[src/rtl/esc_halfduplex_uart.sv]
// esc_halfduplex_uart: half-duplex one-wire 8N1 UART for ESC passthrough, holds the line through a turnaround guard before releasing OE.
// Build option ESC_UART_RX_MAJORITY_EN: RX decisions use a 2-of-3 majority around each bit center.
module esc_halfduplex_uart #(
  parameter int CLKS_PER_BIT    = 2813,
  parameter int TURNAROUND_BITS = 2
) (
  input  logic       wb_clk_i,
  input  logic       wb_rst_ni,
  input  logic [7:0] tx_data_i,
  input  logic       tx_valid_i,
  output logic       tx_ready_o,
  output logic [7:0] rx_data_o,
  output logic       rx_valid_o,
  output logic       rx_frame_err_o,
  output logic       busy_o,
  output logic       serial_tx_o,
  output logic       serial_oe_o,
  input  logic       serial_rx_i
);
  localparam logic [2:0] TX_IDLE = 3'd0, TX_START = 3'd1, TX_DATA = 3'd2, TX_STOP = 3'd3, TX_HOLD = 3'd4;
  localparam logic [1:0] RX_IDLE = 2'd0, RX_START = 2'd1, RX_DATA = 2'd2, RX_STOP = 2'd3;
  localparam int HOLD_CYC = TURNAROUND_BITS * CLKS_PER_BIT;
  localparam int TCW = $clog2((TURNAROUND_BITS + 1) * CLKS_PER_BIT);
  localparam int RCW = $clog2(CLKS_PER_BIT);
`ifdef ESC_UART_RX_MAJORITY_EN
  localparam int SAMP_OFF = 1;
`else
  localparam int SAMP_OFF = 0;
`endif
  localparam logic [TCW-1:0] BIT_END  = TCW'(CLKS_PER_BIT - 1);
  localparam logic [TCW-1:0] HOLD_END = TCW'(HOLD_CYC - 1);
  localparam logic [RCW-1:0] RX_END   = RCW'(CLKS_PER_BIT - 1);
  localparam logic [RCW-1:0] RX_MID   = RCW'(CLKS_PER_BIT / 2 + SAMP_OFF);
  logic [2:0]     tx_st, tx_idx, rx_idx;
  logic [1:0]     rx_st;
  logic [TCW-1:0] tx_cnt;
  logic [RCW-1:0] rx_cnt;
  logic [7:0]     tx_sh, rx_sh;
  logic           rx_s1, rx_s2, rx_prev, rx_smp, rx_fall, tx_acc;
  assign tx_ready_o = (tx_st == TX_IDLE || tx_st == TX_HOLD) && rx_st == RX_IDLE;
  assign tx_acc     = tx_valid_i & tx_ready_o;
  assign busy_o     = (tx_st != TX_IDLE) || (rx_st != RX_IDLE);
  assign rx_fall    = rx_prev & ~rx_s2;
  always_ff @(posedge wb_clk_i or negedge wb_rst_ni)
    if (!wb_rst_ni) begin
      rx_s1   <= 1'b1;
      rx_s2   <= 1'b1;
      rx_prev <= 1'b1;
    end else begin
      rx_s1   <= serial_rx_i;
      rx_s2   <= rx_s1;
      rx_prev <= rx_s2;
    end
`ifdef ESC_UART_RX_MAJORITY_EN
  logic rx_prev2;
  always_ff @(posedge wb_clk_i or negedge wb_rst_ni)
    if (!wb_rst_ni) rx_prev2 <= 1'b1;
    else rx_prev2 <= rx_prev;
  // samples at center+1, center, center-1; decision taken at center+1
  assign rx_smp = (rx_s2 & rx_prev) | (rx_s2 & rx_prev2) | (rx_prev & rx_prev2);
`else
  assign rx_smp = rx_s2;
`endif
  always_ff @(posedge wb_clk_i or negedge wb_rst_ni)
    if (!wb_rst_ni) begin
      tx_st       <= TX_IDLE;
      tx_cnt      <= '0;
      tx_idx      <= '0;
      tx_sh       <= '0;
      serial_tx_o <= 1'b1;
      serial_oe_o <= 1'b0;
    end else if (tx_acc) begin
      tx_st       <= TX_START;
      tx_cnt      <= '0;
      tx_sh       <= tx_data_i;
      serial_tx_o <= 1'b0;
      serial_oe_o <= 1'b1;
    end else if (tx_st != TX_IDLE) begin
      tx_cnt <= tx_cnt + TCW'(1);
      case (tx_st)
        TX_START: if (tx_cnt == BIT_END) begin
          tx_st       <= TX_DATA;
          tx_cnt      <= '0;
          tx_idx      <= '0;
          serial_tx_o <= tx_sh[0];
        end
        TX_DATA: if (tx_cnt == BIT_END) begin
          tx_cnt      <= '0;
          tx_idx      <= tx_idx + 3'd1;
          tx_sh       <= tx_sh >> 1;
          serial_tx_o <= (tx_idx == 3'd7) ? 1'b1 : tx_sh[1];
          tx_st       <= (tx_idx == 3'd7) ? TX_STOP : TX_DATA;
        end
        TX_STOP: if (tx_cnt == BIT_END) begin
          tx_cnt      <= '0;
          tx_st       <= (HOLD_CYC == 0) ? TX_IDLE : TX_HOLD;
          serial_oe_o <= (HOLD_CYC != 0);
        end
        default: if (tx_cnt == HOLD_END) begin
          tx_st       <= TX_IDLE;
          serial_oe_o <= 1'b0;
        end
      endcase
    end
  always_ff @(posedge wb_clk_i or negedge wb_rst_ni)
    if (!wb_rst_ni) begin
      rx_st          <= RX_IDLE;
      rx_cnt         <= '0;
      rx_idx         <= '0;
      rx_sh          <= '0;
      rx_data_o      <= '0;
      rx_valid_o     <= 1'b0;
      rx_frame_err_o <= 1'b0;
    end else begin
      rx_valid_o     <= 1'b0;
      rx_frame_err_o <= 1'b0;
      rx_cnt         <= rx_cnt + RCW'(1);
      case (rx_st)
        // own echo is ignored: only listen while released and TX is not starting
        RX_IDLE: begin
          rx_cnt <= '0;
          if (rx_fall && !serial_oe_o && tx_st == TX_IDLE && !tx_acc) rx_st <= RX_START;
        end
        RX_START: if (rx_cnt == RX_MID) begin
          rx_cnt <= '0;
          rx_idx <= '0;
          rx_st  <= rx_smp ? RX_IDLE : RX_DATA;
        end
        RX_DATA: if (rx_cnt == RX_END) begin
          rx_cnt <= '0;
          rx_sh  <= {rx_smp, rx_sh[7:1]};
          rx_idx <= rx_idx + 3'd1;
          rx_st  <= (rx_idx == 3'd7) ? RX_STOP : RX_DATA;
        end
        default: if (rx_cnt == RX_END) begin
          rx_st          <= RX_IDLE;
          rx_valid_o     <= rx_smp;
          rx_frame_err_o <= !rx_smp;
          rx_data_o      <= rx_smp ? rx_sh : rx_data_o;
        end
      endcase
    end
endmodule

[config.mk]
export PLATFORM = sky130hd
export DESIGN_NAME = esc_halfduplex_uart
export DESIGN_NICKNAME = d
export VERILOG_FILES = /design/src/rtl/esc_halfduplex_uart.sv
export SDC_FILE = /design/constraint.sdc
export NUM_CORES = 1
export LEC_CHECK = 0
export ABC_CLOCK_PERIOD_IN_PS = 3660
export CORE_AREA = 2 2 74 90
export DETAILED_ROUTE_END_ITERATION = 6
export DIE_AREA = 0 0 76 92
export HOLD_SLACK_MARGIN = 0.1
export PLACE_DENSITY = 0.77
export RECOVER_POWER = 25
export SLEW_MARGIN = 25
export SYNTH_ARGS = -nofsm -noshare
export SYNTH_HDL_FRONTEND = slang
export SYNTH_SLANG_ARGS = --single-unit
[constraint.sdc]
create_clock -name wb_clk_i -period 3.66 [get_ports wb_clk_i]
set_clock_uncertainty 0.1 [all_clocks]
set_input_delay 0.732 -clock wb_clk_i [delete_from_list [all_inputs] [get_ports wb_clk_i]]
set_output_delay 0.732 -clock wb_clk_i [all_outputs]
set_load 0.05 [all_outputs]
After elaboration in Yosys (flattened, before gate mapping)
Index checks and enable logic that the tools add are counted.
{ "word_totals": {"ff_bits": 68, "input_bits": 12, "out_inout_bits": 14, "wordCells": 127} }
{ "op_classes": {"n_addsub": 4, "eq_ne": 21, "mux": 47, "bitwise": 5, "reduce_logical": 34} }
{ "ops": {"columns": ["op", "n"], "rows": [
  ["14-bit two-way mux", 4],
  ["12-bit one-hot mux with 3 select lines", 1],
  ["8-bit two-way mux", 4],
  ["3-bit two-way mux", 10],
  ["12-bit two-way mux", 2],
  ["1-bit two-way mux", 15],
  ["14-bit by 1-bit adder with 14-bit output (second input constant)", 1],
  ["14-bit by 12-bit equality test with 1-bit output (second input constant)", 1],
  ["14-bit by 13-bit equality test with 1-bit output (second input constant)", 1],
  ["12-bit by 1-bit adder with 12-bit output (second input constant)", 1],
  ["12-bit by 11-bit equality test with 1-bit output (second input constant)", 1],
  ["12-bit equality test (second input constant)", 1],
  ["3-bit one-hot mux with 2 select lines", 2],
  ["4-bit AND reduction", 3],
  ["2-bit nonzero test", 6],
  ["3-bit nonzero test", 4],
  ["2-bit two-way mux", 5],
  ["5-bit AND reduction", 2],
  ["3-bit equality test (second input constant)", 3],
  ["3-bit inequality test (second input constant)", 3],
  ["3-bit one-hot mux with 3 select lines", 1],
  ["3-bit AND reduction", 3],
  ["2-bit inequality test (second input constant)", 4],
  ["3-bit by 1-bit adder with 3-bit output (second input constant)", 2],
  ["18 further kinds", 31]
]} }

Depth between registers and ports, before layout
{ "depth": {"word_depth": 8, "ltp_mapped": 7, "ltp_nobuf": 6} }

Worst setup path before layout
Ideal clock, no wire load.
{ "synth_path": {"path_type": "register to output", "start": "reg rx_st[1]", "end": "out busy_o", "arrival_time_ns": 1.840, "required_time_ns": 2.828, "setup_slack_ns": 0.988, "stages_incl_launch_ff": 4, "path_buffers": 1, "path_cell_list": "dfrtp_1 > clkbuf_1 > nor4_4 > nand2_1"} }
{ "synth_between": {"elab_chain_len": 2} }
{ "synth_rtl": {"columns": ["item", "line_no", "rtl"], "rows": [
  ["start: declaration", "35", "logic [1:0] rx_st;"],
  ["start signal: assignment", "127", "rx_st <= rx_smp ? RX_IDLE : RX_DATA;"],
  ["start signal: assignment", "133", "rx_st <= (rx_idx == 3'd7) ? RX_STOP : RX_DATA;"],
  ["2-bit nonzero test", "42", "assign busy_o = (tx_st != TX_IDLE) || (rx_st != RX_IDLE);"],
  ["1-bit logical OR", "42", null],
  ["end: declaration", "15", "output logic busy_o,"]
]} }
Every way passes these cells.

Final worst setup path
{ "layout_path": {"start": "reg rx_st[0]", "end": "out tx_ready_o"} }
{ "layout_between": {"elab_chain_len": 2} }
{ "layout_rtl": {"columns": ["item", "line_no", "rtl"], "rows": [
  ["2-bit zero test", "40", "assign tx_ready_o = (tx_st == TX_IDLE || tx_st == TX_HOLD) && rx_st == RX_IDLE;"],
  ["1-bit logical AND", "40", null],
  ["end: declaration", "11", "output logic tx_ready_o,"]
]} }
Every way passes these cells.

==> results.md <==
- For this run, the register share of the synthesized area comes to 0.476.
- The final net count is 371.
- Yosys printed 0 warnings.
- The floorplan step defined a die boundary enclosing 0.00699 mm².
- The first detailed-routing pass took 4 iterations.
- During placement, the flow inserted port buffers numbering 25.
- The source of the worst hold timing path is rx_s1.
- The share of synthesized area in the top cell type comes to 0.446.
- The clock reaches the later pin of the worst-skew pair after 0.35 ns.
- The per-instance average area after synthesis is 11.1 µm².
- In the post-synthesis netlist, the biggest area contributors are dfrtp_1, mux2_2, ha_1, dfstp_2, nand2_1.
- Setup repair after global routing left no endpoint under its margin.
- The ratio of cells with drive above 1 in the final layout is 0.195.
- In this run the post-CTS setup repair buffer count came out at 0.
- STA classifies the critical path startpoint as a register.
- The flow ran to the end, but the final reports show violations.
- The count of endpoints failing hold in the final timing report is 0.
- The register bit count reported by yosys is 68.
- Summed over all layers, the global routing overflow is 0.
- The average vias per placed instance is 5.98.
- Along the worst path, the maximum fanout reaches 16.
- The register-to-register setup slack is 1.01 ns.
- In this run the number of H-tree levels came out at 3.
- The number of global-route vias before repair is 2704.
- The endpoint with the worst hold slack is rx_s2.
- The number of buffers inserted for hold repair after clock tree synthesis is 0.
- The count of cells along the worst hold path is 0.
- The area of all sequential standard cells is 0.00171 mm².
- Walking the worst path, the cells encountered are nor4_4, clkdlybuf4s50_1.
- The area of the core region is 0.00621 mm².
- The number of instances in the synthesized netlist is 323.
- STA classifies the critical path endpoint as an output pin.
- The distinct cell type count of the synthesized netlist is 57.
- The worst hold path class is reg2reg.
- The leakage power summed over all cells is 1.71 nW.
- Dividing total power by cell area gives a power density of 550 mW/mm².
- The initial standard-cell utilization of the core is 0.578.
- In this run the horizontal extent of the chip is 76 µm.
- The largest buffer count on any clock path is 2.
- Counting the buffers created by CTS gives 9.
- The cell sitting at the root of the clock tree is a clkbuf_8.
- The initial antenna violation count came to 0.
- The number of synthesized flops with an enable pin is 0.
- In this run, post-CTS repair resized a total of 0 instances.
- The largest net degree at the start of global routing is 69.
- The final non-filler cell area is 0.00406 mm².
- 26 I/O pins were placed.
- Dividing the detail-routed wire length by the instance count gives 16.6 µm.
- The post-synthesis cell type with the largest combined area is dfrtp_1.
- The placed wire-length estimate after detailed placement is 4.85 mm.
- The count of vias placed by the detailed router is 2618.
- The final RePlAce weighted congestion is 0.885.
- The largest stage delay on the critical path is 0.88 ns.
- Across the VDD grid, the largest voltage drop is 0.397 mV.
- The net count after synthesis is 345.
- The number of sinks on the clock net is 68.
- After detailed routing, the number of remaining DRC violations is 0.
- The area occupied by multi-input gates is 0.00174 mm².
- The slowest stage of the critical path belongs to the cell clkdlybuf4s50_1.
- The highest clock rate is 325 MHz.
- The initialized floorplan defines 32 standard-cell rows.
- The count of pins over their slew limit was 69.
- The clock input transition at the sequential cells of the worst setup and hold paths is 0.07 ns.
- The capture point of the worst reg-to-reg path is tx_sh[6].
- TritonCTS built the clock tree.
- The startpoint-to-endpoint class of the critical path is reg2out.
- The most frequent cell after synthesis is dfrtp_1.
- The total length of routed wires is 7.27 mm.
- The sum of negative setup slack is 0 ns.
- The fill cell total of the finished layout is 479.
- The worst register-to-register path begins at tx_cnt[0].
- The endpoint required time on the critical path is 2.83 ns.
- Headroom to the max-slew limit came out at -0.0837.
- The global routing usage summed across all routing layers is 0.222.
- The count of antenna diodes in the layout is 0.
- The total placed instance area is 0.00386 mm².
- The final critical delay including setup and external delays is 3.08 ns.
- The data arrival time of the critical path is 2.24 ns.
- The first routing iteration left 179 violations.
- The commonest cells after synthesis are dfrtp_1, mux2_2, nand2_1, nor2_1, nand3_1.
- The die height is 92 µm.
- Relative to the synthesized area, the layout overhead comes to 13.2%.
- Among cell families on the critical path, the largest total delay comes from buffers and inverters.
- The tightest hold path in the finished design has a slack of 0.275 ns.
- The transition at the pin with the smallest max-transition slack is 1.63 ns.
- The number of buffer and inverter stages on the critical path is 1.
- The mapped cell area is 0.00359 mm².
- The tool flagged a number of max-cap violations equal to 1.
- The fraction of the cycle the final worst path needs is 0.840.
- The checks that failed: max-capacitance violations, max-slew violations.
- For this run, asynchronously set or reset flops after synthesis account for 1.00.
- The leading register cell type out of synthesis is dfrtp_1.
- The first-pass GRT wire length is 12.5 mm.
- The number of cells on the worst reg-to-reg path is 6.
- The count of antenna-violating nets left after detailed routing is 0.
- The count of endpoints failing setup in the final report is 0.
## worst max-delay path by stage
stage / start / endpoint / cells after the start
finish: rx_st[0] / tx_ready_o / 2
global route: rx_st[0] / tx_ready_o / 2
CTS: rx_st[0] / tx_ready_o / 2
detailed placement: tx_valid_i / tx_sh[6] / 5
global placement: tx_valid_i / tx_sh[6] / 5
floorplan: rx_st[1] / busy_o / 3
## kinds of logic after synthesis
logic type      Yosys count  share of synthesized area
compound gates           58                      0.118
buf+inv                  22                     0.0408
mux                      34                      0.106
fa+ha+maj                10                     0.0349
simple gates            115                      0.185
xor+xnor                 16                     0.0391
flops                    68                      0.476
## cell usage in the layout, fill, tap and decap left out, drive strengths merged, types with 3 or more instances in the layout
| master | count |
|---|---|
| a211oi | 5 |
| a21o | 3 |
| a21oi | 13 |
| and2 | 3 |
| and3 | 3 |
| and4 | 4 |
| buf | 3 |
| clkbuf | 10 |
| clkdlybuf4s50 | 24 |
| clkinv | 3 |
| dfrtp | 64 |
| dfstp | 4 |
| ha | 10 |
| inv | 9 |
| mux2 | 33 |
| nand2 | 23 |
| nand3 | 14 |
| nand4 | 10 |
| nor2 | 23 |
| nor3 | 6 |
| nor3b | 5 |
| nor4 | 5 |
| nor4b | 3 |
| nor4bb | 3 |
| o2111a | 3 |
| o21ai | 15 |
| o22a | 3 |
| o31ai | 4 |
| or4 | 3 |
| xnor2 | 7 |
| xor2 | 9 |
## through the flow
step           setup WS (ns)  instances   util  power [mW]
3_5_place_dp           0.736        423  0.622        1.57
2_1_floorplan          0.988        323      -        1.44
5_1_grt                0.507        438  0.654        2.35
4_1_cts                0.567        438  0.657        2.25
3_3_place_gp           0.826        423  0.622        1.55
6_report               0.584        438  0.654        2.23
## power by group
| part | switching (mW) | total, mW | leakage [nW] | internal, mW |
|---|---|---|---|---|
| clock | 0.292 | 0.672 | 0.105 | 0.381 |
| combinational | 0.344 | 0.614 | 0.691 | 0.270 |
| sequential | 0.112 | 0.948 | 0.911 | 0.835 |
## state kept, by name, indices dropped and copies added, names as in the netlist, 2 cells and up
name and cells:
rx_cnt 12, rx_data_o 8, rx_idx 3, rx_sh 8, rx_st 2, tx_cnt 14
tx_idx 3, tx_sh 8, tx_st 3
## final cells by class
cell class | count | area share
repair buffers | 28 | 0.0653
well taps | 85 | 0.0262
clock inverters | 6 | 0.0222
inverters | 9 | 0.00832
clock buffers | 9 | 0.0305
multi-input cells | 233 | 0.427
flip-flops and latches | 68 | 0.420
## metal layers
| metal | share of wire | wire (µm) | vias to the layer above | track usage |
|---|---|---|---|---|
| met2 | 0.52 | 3750 | 70 | 0.382 |
| met1 | 0.42 | 3080 | 1289 | 0.271 |
| met5 | 0 | 0 | - | 0 |
| met3 | 0.035 | 258 | 15 | 0.0295 |
| met4 | 0.025 | 185 | 0 | 0.126 |
| li1 | - | - | 1244 | - |
No activity file was read; power rests on OpenSTA's default activity.
